## src/rtl/mips_bus_sequencer.sv

```systemverilog
`default_nettype none
// ============================================================================
// Module   : mips_bus_sequencer
// Purpose  : Drives a single-cycle Harvard MIPS core through one Avalon-MM
//            master port. Each instruction goes through FETCH, DECODE (settle),
//            an optional DATA transfer, and COMMIT (one-cycle clk_enable).
//            This block owns all bus handshaking and core stalling.
// Ports    : clk, reset (async, active-low)
//            core side  : cpu_active, instr_address, instr_readdata,
//                         data_address, data_read, data_write, data_writedata,
//                         data_byteenable, data_readdata, clk_enable
//            Avalon side: address, read, write, waitrequest, writedata,
//                         byteenable, readdata, bus_error
// Options  : MIPS_BUS_TIMEOUT_EN - when defined, a stalled transfer is
//            abandoned after TIMEOUT_CYCLES waitrequest cycles, bus_error is
//            set, and the block parks in IDLE until reset.
// Revision : 1.0 - initial release
// ============================================================================
module mips_bus_sequencer #(
    parameter int TIMEOUT_CYCLES = 255,
    parameter int DEC_SETTLE     = 1
) (
    input  logic        clk,
    input  logic        reset,
    input  logic        cpu_active,
    input  logic [31:0] instr_address,
    output logic [31:0] instr_readdata,
    input  logic [31:0] data_address,
    input  logic        data_read,
    input  logic        data_write,
    input  logic [31:0] data_writedata,
    input  logic [3:0]  data_byteenable,
    output logic [31:0] data_readdata,
    output logic        clk_enable,
    output logic [31:0] address,
    output logic        read,
    output logic        write,
    input  logic        waitrequest,
    output logic [31:0] writedata,
    output logic [3:0]  byteenable,
    input  logic [31:0] readdata,
    output logic        bus_error
);

    localparam logic [2:0] c_IDLE   = 3'd0;
    localparam logic [2:0] c_FETCH  = 3'd1;
    localparam logic [2:0] c_DECODE = 3'd2;
    localparam logic [2:0] c_DATA   = 3'd3;
    localparam logic [2:0] c_COMMIT = 3'd4;

    // Decode counter counts down from DEC_SETTLE-1 to 0; the data request is
    // sampled on the cycle it reads zero.
    localparam logic [1:0] c_DEC_LOAD = 2'(DEC_SETTLE - 1);

    logic [2:0]  r_state;
    logic [1:0]  r_dec_cnt;
    logic [31:0] r_instr_readdata;
    logic [31:0] r_data_readdata;
    logic        r_clk_enable;
    logic [31:0] r_address;
    logic        r_read;
    logic        r_write;
    logic [31:0] r_writedata;
    logic [3:0]  r_byteenable;

    logic        w_timeout;
    logic        w_halted;
    logic [31:0] w_fetch_addr;

    assign w_fetch_addr = {instr_address[31:2], 2'b00};

`ifdef MIPS_BUS_TIMEOUT_EN
    localparam logic [15:0] c_TO_LAST = 16'(TIMEOUT_CYCLES - 1);

    logic [15:0] r_wait_cnt;
    logic        r_bus_error;
    logic        w_bus_state;

    assign w_bus_state = (r_state == c_FETCH) || (r_state == c_DATA);
    // Fires on the cycle that would be the TIMEOUT_CYCLES-th stalled cycle.
    assign w_timeout   = w_bus_state && waitrequest && (r_wait_cnt == c_TO_LAST);
    assign w_halted    = r_bus_error;
    assign bus_error   = r_bus_error;

    // The state can only change out of FETCH/DATA when waitrequest is low or
    // on timeout, so clearing whenever the stall condition is absent is the
    // same as clearing on every state change.
    always_ff @(posedge clk or negedge reset) begin
        if (!reset) begin
            r_wait_cnt  <= 16'd0;
            r_bus_error <= 1'b0;
        end else begin
            if (w_bus_state && waitrequest && !w_timeout) begin
                r_wait_cnt <= r_wait_cnt + 16'd1;
            end else begin
                r_wait_cnt <= 16'd0;
            end
            if (w_timeout) begin
                r_bus_error <= 1'b1;
            end
        end
    end
`else
    assign w_timeout = 1'b0;
    assign w_halted  = 1'b0;
    assign bus_error = 1'b0;
`endif

    // Address low bits are always forced to a word boundary.
    logic w_unused;
    assign w_unused = &{1'b0, instr_address[1:0], data_address[1:0], (TIMEOUT_CYCLES > 0)};

    always_ff @(posedge clk or negedge reset) begin
        if (!reset) begin
            r_state          <= c_IDLE;
            r_dec_cnt        <= 2'd0;
            r_instr_readdata <= 32'd0;
            r_data_readdata  <= 32'd0;
            r_clk_enable     <= 1'b0;
            r_address        <= 32'd0;
            r_read           <= 1'b0;
            r_write          <= 1'b0;
            r_writedata      <= 32'd0;
            r_byteenable     <= 4'd0;
        end else begin
            r_clk_enable <= 1'b0;
            case (r_state)
                c_IDLE: begin
                    if (cpu_active && !w_halted) begin
                        r_state      <= c_FETCH;
                        r_read       <= 1'b1;
                        r_address    <= w_fetch_addr;
                        r_byteenable <= 4'b1111;
                    end
                end
                c_FETCH: begin
                    if (w_timeout) begin
                        r_read  <= 1'b0;
                        r_state <= c_IDLE;
                    end else if (!waitrequest) begin
                        r_instr_readdata <= readdata;
                        r_read           <= 1'b0;
                        r_dec_cnt        <= c_DEC_LOAD;
                        r_state          <= c_DECODE;
                    end
                end
                c_DECODE: begin
                    if (r_dec_cnt != 2'd0) begin
                        r_dec_cnt <= r_dec_cnt - 2'd1;
                    end else if (data_read || data_write) begin
                        // A simultaneous load and store request performs only the load.
                        r_read       <= data_read;
                        r_write      <= data_write && !data_read;
                        r_address    <= {data_address[31:2], 2'b00};
                        r_byteenable <= data_byteenable;
                        r_writedata  <= data_writedata;
                        r_state      <= c_DATA;
                    end else begin
                        r_clk_enable <= 1'b1;
                        r_state      <= c_COMMIT;
                    end
                end
                c_DATA: begin
                    if (w_timeout) begin
                        r_read  <= 1'b0;
                        r_write <= 1'b0;
                        r_state <= c_IDLE;
                    end else if (!waitrequest) begin
                        if (r_read) begin
                            r_data_readdata <= readdata;
                        end
                        r_read       <= 1'b0;
                        r_write      <= 1'b0;
                        r_clk_enable <= 1'b1;
                        r_state      <= c_COMMIT;
                    end
                end
                c_COMMIT: begin
                    if (cpu_active) begin
                        r_state      <= c_FETCH;
                        r_read       <= 1'b1;
                        r_address    <= w_fetch_addr;
                        r_byteenable <= 4'b1111;
                    end else begin
                        r_state <= c_IDLE;
                    end
                end
                default: begin
                    r_state <= c_IDLE;
                    r_read  <= 1'b0;
                    r_write <= 1'b0;
                end
            endcase
        end
    end

    assign instr_readdata = r_instr_readdata;
    assign data_readdata  = r_data_readdata;
    assign clk_enable     = r_clk_enable;
    assign address        = r_address;
    assign read           = r_read;
    assign write          = r_write;
    assign writedata      = r_writedata;
    assign byteenable     = r_byteenable;

endmodule
`default_nettype wire

```

## config.mk

```make
export PLATFORM = sky130hd
export DESIGN_NAME = mips_bus_sequencer
export DESIGN_NICKNAME = d
export VERILOG_FILES = /design/src/rtl/mips_bus_sequencer.sv
export SDC_FILE = /design/constraint.sdc
export NUM_CORES = 1
export LEC_CHECK = 0
export CORE_UTILIZATION = 37
export DETAILED_ROUTE_END_ITERATION = 10
export GPL_ROUTABILITY_DRIVEN = 0
export PLACE_DENSITY = 0.81
export SLEW_MARGIN = 40
export SYNTH_ARGS = -nofsm -noshare
export SYNTH_HDL_FRONTEND = slang
export SYNTH_SLANG_ARGS = --single-unit
```

## constraint.sdc

```tcl
create_clock -name clk -period 1.6 [get_ports clk]
set_input_delay 0.24 -clock clk [delete_from_list [all_inputs] [get_ports clk]]
set_output_delay 0.24 -clock clk [all_outputs]
set_load 0.005 [all_outputs]
```

# Word-level counts from Yosys, hierarchy flattened
# Index checks and enable logic that the tools add are counted.
[op_classes] bitwise_logic=3 n_shift=0 mul=0 eq_ne=12 n_div=0 reduce_logical=18 mux=30 addsub=1 n_lt_le_gt_ge=0
[ops] operator="32-bit 2-to-1 mux" count=3
[ops] operator="32-bit case mux with 2 select lines" count=1
[ops] operator="4-bit AND reduction" count=4
[ops] operator="3-bit 2-to-1 mux" count=5
[ops] operator="3-bit case mux with 5 select lines" count=1
[ops] operator="2-bit != test (second input constant)" count=7
[ops] operator="4-bit 2-to-1 mux" count=3
[ops] operator="1-bit 2-to-1 mux" count=10
[ops] operator="3-bit AND reduction" count=3
[ops] operator="4-bit case mux with 2 select lines" count=1
[ops] operator="3-bit by 2-bit == test with 1-bit output (second input constant)" count=2
[ops] operator="1-bit case mux with 3 select lines" count=2
[ops] operator="2-bit nonzero test" count=3
[ops] operator="2-bit 2-to-1 mux" count=2
[ops] operator="2-bit case mux with 2 select lines" count=1
[ops] operator="2-bit OR reduction" count=2
[ops] operator="3-bit by 1-bit == test with 1-bit output (second input constant)" count=1
[ops] operator="3-bit == test (second input constant)" count=1
[ops] operator="3-bit logical NOT" count=1
[ops] operator="1-bit NOT" count=3
[ops] operator="3-bit OR reduction" count=1
[ops] operator="2-bit by 1-bit != test with 1-bit output (second input constant)" count=1
[ops] operator="1-bit case mux with 2 select lines" count=1
[ops] operator="2-bit AND reduction" count=1
[ops] operator="4 further kinds" count=4
[totals] elab_cells=74 mem_bits_ro=0 mem_bits_rw=0 n_memories=0 out_inout_bits=136 latch_bits=0 input_bits=138 regBits=140

# Longest topological paths before layout
# Gate-level depths: netlist of run 1.
[depth] word_depth=5 ltp_mapped=7 depth_no_buf=6

# Worst setup path before layout of run 1
# Ideal clock, no wire load.
[synth_path] kind="reg2reg" from="register r_state[1]" to="register r_address[7] (netlist: address[7])" n_path_buf=2 required_ns=1.475 path_slack_ns=-0.073 setup_time_ns=0.125 period_less_slack_ns=1.673 stages_incl_launch_ff=6 arrival_ns=1.547 path_cell_list="dfrtp_1 > buf_6 > nor2_2 > buf_2 > mux2_2 > mux2_4"
[synth_via] elab_chain_len=4 elab_cells_between_ends=10 classes_between="5 x eq/ne; 1 x mux; 4 x reduce/logical"
[synth_rtl] item="from (decl)" line="55" text="logic [2:0] r_state;"
[synth_rtl] item="from (signal assigned)" line="115" text="r_state <= c_IDLE;"
[synth_rtl] item="from (signal assigned)" line="130" text="r_state <= c_FETCH;"
[synth_rtl] item="from (signal assigned)" line="139" text="r_state <= c_IDLE;"
[synth_rtl] item="3-bit == test or 3-bit logical NOT (tied branches)" line="127" text="case (r_state)"
[synth_rtl] item="2-bit OR reduction (no source line)"
[synth_rtl] item="2-bit by 1-bit != test with 1-bit output (no source line) or 2-bit nonzero test (tied branches)"
[synth_rtl] item="4-bit AND reduction (no source line)"
[synth_rtl] item="to (signal assigned)" line="132" text="r_address <= w_fetch_addr;"
[synth_rtl] item="to (signal assigned)" line="154" text="r_address <= {data_address[31:2], 2'b00};"
[synth_rtl] item="to (signal assigned)" line="182" text="r_address <= w_fetch_addr;"
[synth_rtl] item="to (decl)" line="60" text="logic [31:0] r_address;"
# Parallel ways exist; a longest one is shown, timed or not.
# A chain may end at the register's enable or synchronous reset.

# Final worst setup path of run 1
[layout_path] from="register r_state[1]" to="register r_address[25] (netlist: address[25])"
# The elaborated chain is that of the path after synthesis.

==> impl_metrics.csv, run 1 <==
group,metric,value,unit
pwr,p_total,19.6,mW
yosys,synth_top_cell_by_area,"dfrtp_1",
pwr,p_leak,4.31,nW
route,wl_per_cell,17.7,microns
clock_network,clock_latency,410,ps
yosys,synth_top_area_share,58.6,%
worst_setup_path,r2r_slack,20,ps
global_routing,grt_max_degree,43,
worst_setup_path,reg2reg_depth,5,
route,dr.pass1.iters,4,
global_routing,first_global_vias,4681,
outcome,status,"finished, final reports clean",
yosys,synth.area.top_cells,"dfrtp_1 (59%), mux2_2 (23%), mux2_4 (9.2%)",
timing,period_minus_slack,1580,ps
route,via_per_inst,4.65,
yosys,ys_ff_latch,138,
flow_run,drv_cap,0,
route,finalWirelength,15.9,mm
yosys,synthArstFlopShare,100,%
die,dieArea,16400,sq um
clock_network,cts_tree,"built",
timing,maxSlewViolCount,0,
clock_network,clk_pin_slew_worst_paths,60,ps
final_layout,final_layout_size_suffix_gt1_share,34.5,%
pwr,netSwitchingPower,5.44,mW
clock_network,clk_path_buf_depth,2,
placed_design,dp_hpwl,11.4,mm
pwr,netSwitchingFraction,27.7,%
route,antenna_left,0,
yosys,seq_area_frac_synth,58.6,%
worst_setup_path,path_max_fanout,8,
clock_network,numCtsBuffers,17,
route,vias,4167,
yosys,synth_ff_type,"dfrtp_1",
final_layout,n_antenna_cell,0,
hold_path,hold_path.class,"input port to async pin",
yosys,syn_area,5890,sq um
timing,grt_setup_unrepaired,"true",
pwr,combPwrFrac,46.9,%
timing,fin_crit_sh,99.0,%
die,core_area,15400,sq um
final_layout,final_cells,896,
timing,setup_viol,0,
final_layout,area_growth,65.7,%
pwr,p_clk_share,20.6,%
placed_design,placed_area,8940,sq um
yosys,yosys_warnings,0,
final_layout,seq_area,3460,sq um
clock_network,cts_root_buf,"clkbuf_16",
global_routing,gr-total-overflow,0,
die,die_x,128,microns
die,start_util,38.3,%
pwr,p_int,14.2,mW
placed_design,dp_cells,855,
worst_setup_path,critPathKind,"register to register",
worst_setup_path,regToRegStartpoint,"r_state[1]",
timing,finalHoldViolCount,0,
die,fp.dieH,128,microns
global_routing,grt_pass1_wl,23.4,mm
final_layout,multiInputGateArea,2270,sq um
final_layout,nets,812,
global_routing,antenna_found_initial,1,
worst_setup_path,r2r_end,"address[25]",
yosys,synthDistinctLibCells,32,
final_layout,finish.utilization,63.5,%
yosys,synth_edf_count,0,
final_layout,final_common_cell,"clkdlybuf4s50_1",
clock_network,cts_sinks,138,
worst_setup_path,cp-end-kind,"register",
pwr,p_per_area,2010,nW/um^2
global_routing,grt_usage,18.8,%
final_layout,final_cell_mix,"clkdlybuf4s50_1 (259), dfrtp_1 (135), mux2_2 (118)",
die,num_io_pins,274,
route,route.detailed.drc,0,
worst_setup_path,start_kind,"register",
clock_network,ctsHtreeMaxLevel,4,
timing,finClkSkew,9.15,ps
final_layout,finalInstanceArea,9760,sq um
pwr,peakVddDrop,0.000951,V
yosys,syn_inst,372,
worst_setup_path,crit_arrival,1870,ps
pwr,pwr-share-seq,32.4,%
route,drt_iter0_drc,76,
placed_design,portBuffers,266,
die,std_cell_rows,45,
timing,fmax,631,MHz
worst_setup_path,crit_required,1890,ps
yosys,avgSynthCellArea,15.8,sq um
final_layout,fill_cells,1141,
repair_timing:
action	CTS	global route
hold buffers	1	0
hold endpoints to repair	36	0
cloned	0	5
setup buffers	0	4
gates resized for setup	7	12
pin swaps	0	5
setup endpoints to repair	127	110
cells in the mapped netlist (3+ instances only):
library cell	n
o21ai_0	5
nor2_1	8
buf_6	11
mux2_4	36
mux2i_1	5
nand2b_1	3
a21oi_1	4
dfrtp_1	138
buf_4	4
inv_1	7
buf_2	7
mux2_2	118
nand2_1	5
per-stage QoR:
step	hold slack, ps	setup TNS [ps]	setup WS [ps]
floorplan	-55.6	0	21.6
global placement	189	-21630	-234
detailed placement	191	-24750	-274
CTS	314	0	5.57
global route	355	-503	-23.4
finish	312	0	15.9
state kept, by name, indices dropped and copies added, names as in the netlist:
name / count
address: 30
byteenable: 4
clk_enable: 1
data_readdata: 32
instr_readdata: 32
r_dec_cnt: 2
r_state: 3
read: 1
write: 1
writedata: 32
area by class of cell:
class,count,share of cell area [%]
tap,211,2.71
inverter,7,0.269
multi-input combinational,207,23.3
timing repair buffer,302,31.9
clock inverter,10,1.42
clock buffer,21,4.92
sequential,138,35.4
critical path: stages (launching register included):
cell and delay (ps):
dfrtp_2 460, nor2b_4 170, a21oi_2 220, nand2_4 120, clkbuf_16 190, mux2_4 300
worst max path at each step:
stage	from	endpoint	slack (ps)	cells after the start
floorplan	r_state[1]	instr_readdata[10]	20	4
global placement	data_read	writedata[11]	-230	5
detailed placement	data_read	address[12]	-270	6
CTS	r_state[1]	instr_readdata[22]	6	3
global route	r_state[1]	address[30]	-20	5
finish	r_state[1]	address[25]	20	5
metal layers:
layer | GRT usage (%) | vias up | wire (microns)
met2 | 34.0 | 181 | 8160
met4 | 7.13 | 2 | 246
met1 | 19.3 | 2061 | 5970
li1 | - | 1902 | -
met3 | 7.85 | 21 | 1490
met5 | 0 | - | 13
kinds of logic after synthesis:
kind of cell	after synthesis	share of synthesized area, %
fa+ha+maj	1	0.212
simple gates	27	2.89
other cells	1	0.0637
mux	161	33.0
flops	138	58.6
compound gates	15	1.57
buf+inv	29	3.65
power by group through the flow:
stage | clock network, mW | registers, mW | logic, mW
2_1_floorplan | 0 | 6.31 | 4.06
3_3_place_gp | 0 | 6.30 | 8.64
3_5_place_dp | 0 | 6.38 | 8.89
4_1_cts | 4.15 | 6.38 | 8.99
5_1_grt | 4.28 | 6.57 | 9.84
6_report | 4.06 | 6.37 | 9.22
(Power assumes the default switching activity.)
==> inputs of run 2 (changes only) <==
PLACE_DENSITY = 0.74   (was 0.81)
clock period = 1.3 ns   (was 1.6 ns; I/O delays follow)
==> impl_metrics.csv, run 2 (synthesis results as in run 1) <==
group,metric,value,unit
final_layout,area_growth,67.3,%
pwr,peakVddDrop,0.00104,V
global_routing,grt_max_degree,41,
global_routing,grt-busiest-layer,"met2",
route,dr.pass1.iters,4,
global_routing,first_global_vias,4657,
die,start_util,38.3,%
final_layout,final_cell_mix,"dfrtp_1 (137), clkdlybuf4s50_1 (132), mux2_2 (112)",
clock_network,ctsHtreeMaxLevel,4,
pwr,netSwitchingFraction,29.5,%
die,die_x,128,microns
final_layout,n_antenna_cell,0,
clock_network,clock_latency,410,ps
die,dieArea,16400,sq um
pwr,p_leak,4.58,nW
final_layout,nets,836,
timing,grt_setup_unrepaired,"true",
route,wl_per_cell,16.9,microns
flow_run,drv_cap,0,
final_layout,fill_cells,1185,
die,fp.dieH,128,microns
worst_setup_path,crit_arrival,1910,ps
outcome,violations,"setup timing",
outcome,status,"finished, violations left",
final_layout,final_common_cell,"dfrtp_1",
timing,finalHoldViolCount,0,
timing,setup_viol,135,
worst_setup_path,critPathKind,"register to register",
placed_design,portBuffers,266,
worst_setup_path,path_max_fanout,10,
die,core_area,15400,sq um
pwr,netSwitchingPower,6.79,mW
pwr,combPwrFrac,47.1,%
global_routing,grt_pass1_wl,23.6,mm
route,antenna_left,0,
clock_network,clk_pin_slew_worst_paths,60,ps
timing,period_minus_slack,1620,ps
worst_setup_path,crit_required,1590,ps
clock_network,clk_path_buf_depth,2,
worst_setup_path,crit_buf_inv,2,
die,std_cell_rows,45,
clock_network,cts_root_buf,"clkbuf_16",
global_routing,grt_usage,19.0,%
die,num_io_pins,274,
global_routing,gr-total-overflow,0,
pwr,p_clk_share,19.7,%
global_routing,antenna_found_initial,0,
clock_network,numCtsBuffers,17,
global_routing,grtUsageMet2,32.7,%
pwr,p_per_area,2340,nW/um^2
final_layout,finish.utilization,64.1,%
route,route.detailed.drc,0,
worst_setup_path,cp-end-kind,"register",
worst_setup_path,cp_cell_sequence,"buf_4 -> nor2b_4 -> a21oi_4 -> nand2_4 -> clkbuf_16 -> mux2_2",
clock_network,cts_sinks,138,
worst_setup_path,critPathTopFamily,"simple AND/OR/NAND/NOR gates",
pwr,p_int,16.2,mW
clock_network,cts_tree,"built",
final_layout,final_layout_size_suffix_gt1_share,36.5,%
worst_setup_path,critical_path.slowest_cell,"dfrtp_1",
route,finalWirelength,15.6,mm
timing,fin_ws,-325,ps
timing,fmax,615,MHz
placed_design,dp_hpwl,11.1,mm
route,drt_iter0_drc,64,
hold_path,hold_path.class,"input port to async pin",
timing,finClkSkew,8.32,ps
global_routing,use_met3,8.26,%
route,vias,4242,
timing,fin_crit_sh,125,%
timing,fin_tns_setup,-37950,ps
timing,maxSlewViolCount,0,
global_routing,gr-usage-met1,20.2,%
worst_setup_path,start_kind,"register",
worst_setup_path,cpPeakStageDelay,350,ps
route,via_per_inst,4.61,
pwr,pwr-share-seq,33.2,%
==> run 2: cell count changes in the layout (fill, tap and decap cells not counted), sizes merged, moves of 4 or more <==
cell / before / now
clkdlybuf4s50: 259 / 132
buf: 33 / 56
clkdlybuf4s15: 0 / 32
dlygate4sd2: 1 / 100
dlymetal6s2s: 5 / 1
==> run 2: area by class of cell <==
class                   count  area [sq um]  area share [%]
clock buffers              19           443            4.50
clock inverters            13           120            1.22
inverters                   7          26.3           0.267
multi-input cells         207          2320            23.6
flip-flops and latches    138          3450            35.1
well taps                 211           264            2.68
repair buffers            326          3220            32.7
==> run 2: power by group through the flow <==
stage                     clock, mW  sequential (mW)  combinational, mW
final                          4.54             7.63               10.8
after global routing           4.87             7.94               11.7
after CTS                      4.68             7.63               10.3
after detailed placement          0             7.76               11.3
after global placement            0             7.66               11.0
after floorplan                   0             7.77               5.16
==> run 2: final timing paths <==
path                       cells past startpoint            endpoint  slack (ps)          startpoint
min                                            2  instr_readdata[20]         230               reset
max reg2reg                                    6          address[6]        -320          r_state[1]
min in group clk                               2       writedata[11]         400  data_writedata[11]
max                                            6          address[6]        -320          r_state[1]
max in group asynchronous                      3          address[4]         530               reset
min reg2reg                                    1  instr_readdata[26]         480  instr_readdata[26]
==> run 2: timing repair <==
item                       CTS  global route
gates resized for setup    141            41
gates cloned                 0             5
setup endpoints to repair  268           173
hold endpoints to repair   115             0
pin swaps                    0             3
hold buffers                 1             0
setup buffers               14             9
==> run 2: worst register-to-register path, delay by kind of cell (launching register included) <==
| family | cells | cell delay, ps |
|---|---|---|
| AND/OR/NAND/NOR | 2 | 370 |
| flip-flops | 1 | 350 |
| buffers and inverters | 2 | 340 |
| multiplexers | 1 | 340 |
| AO/OA/AOI/OAI | 1 | 100 |
==> run 2: through the flow <==
stage	cell area, sq um	instances	power [mW]	setup slack, ps	hold WS, ps
floorplan	5980	374	12.9	-259	-101
global placement	9050	860	18.7	-482	94.1
detailed placement	9050	860	19.0	-525	102
CTS	9590	907	22.6	-332	225
global route	9850	921	24.5	-392	252
finish	9850	921	23.0	-325	234
==> run 2: metal layers <==
metal  vias up  part of all wire, %
met2       182                   51
met3        26                  9.6
met5         -                    0
met4         0                  2.2
met1      2068                   38
li1       1966                    -
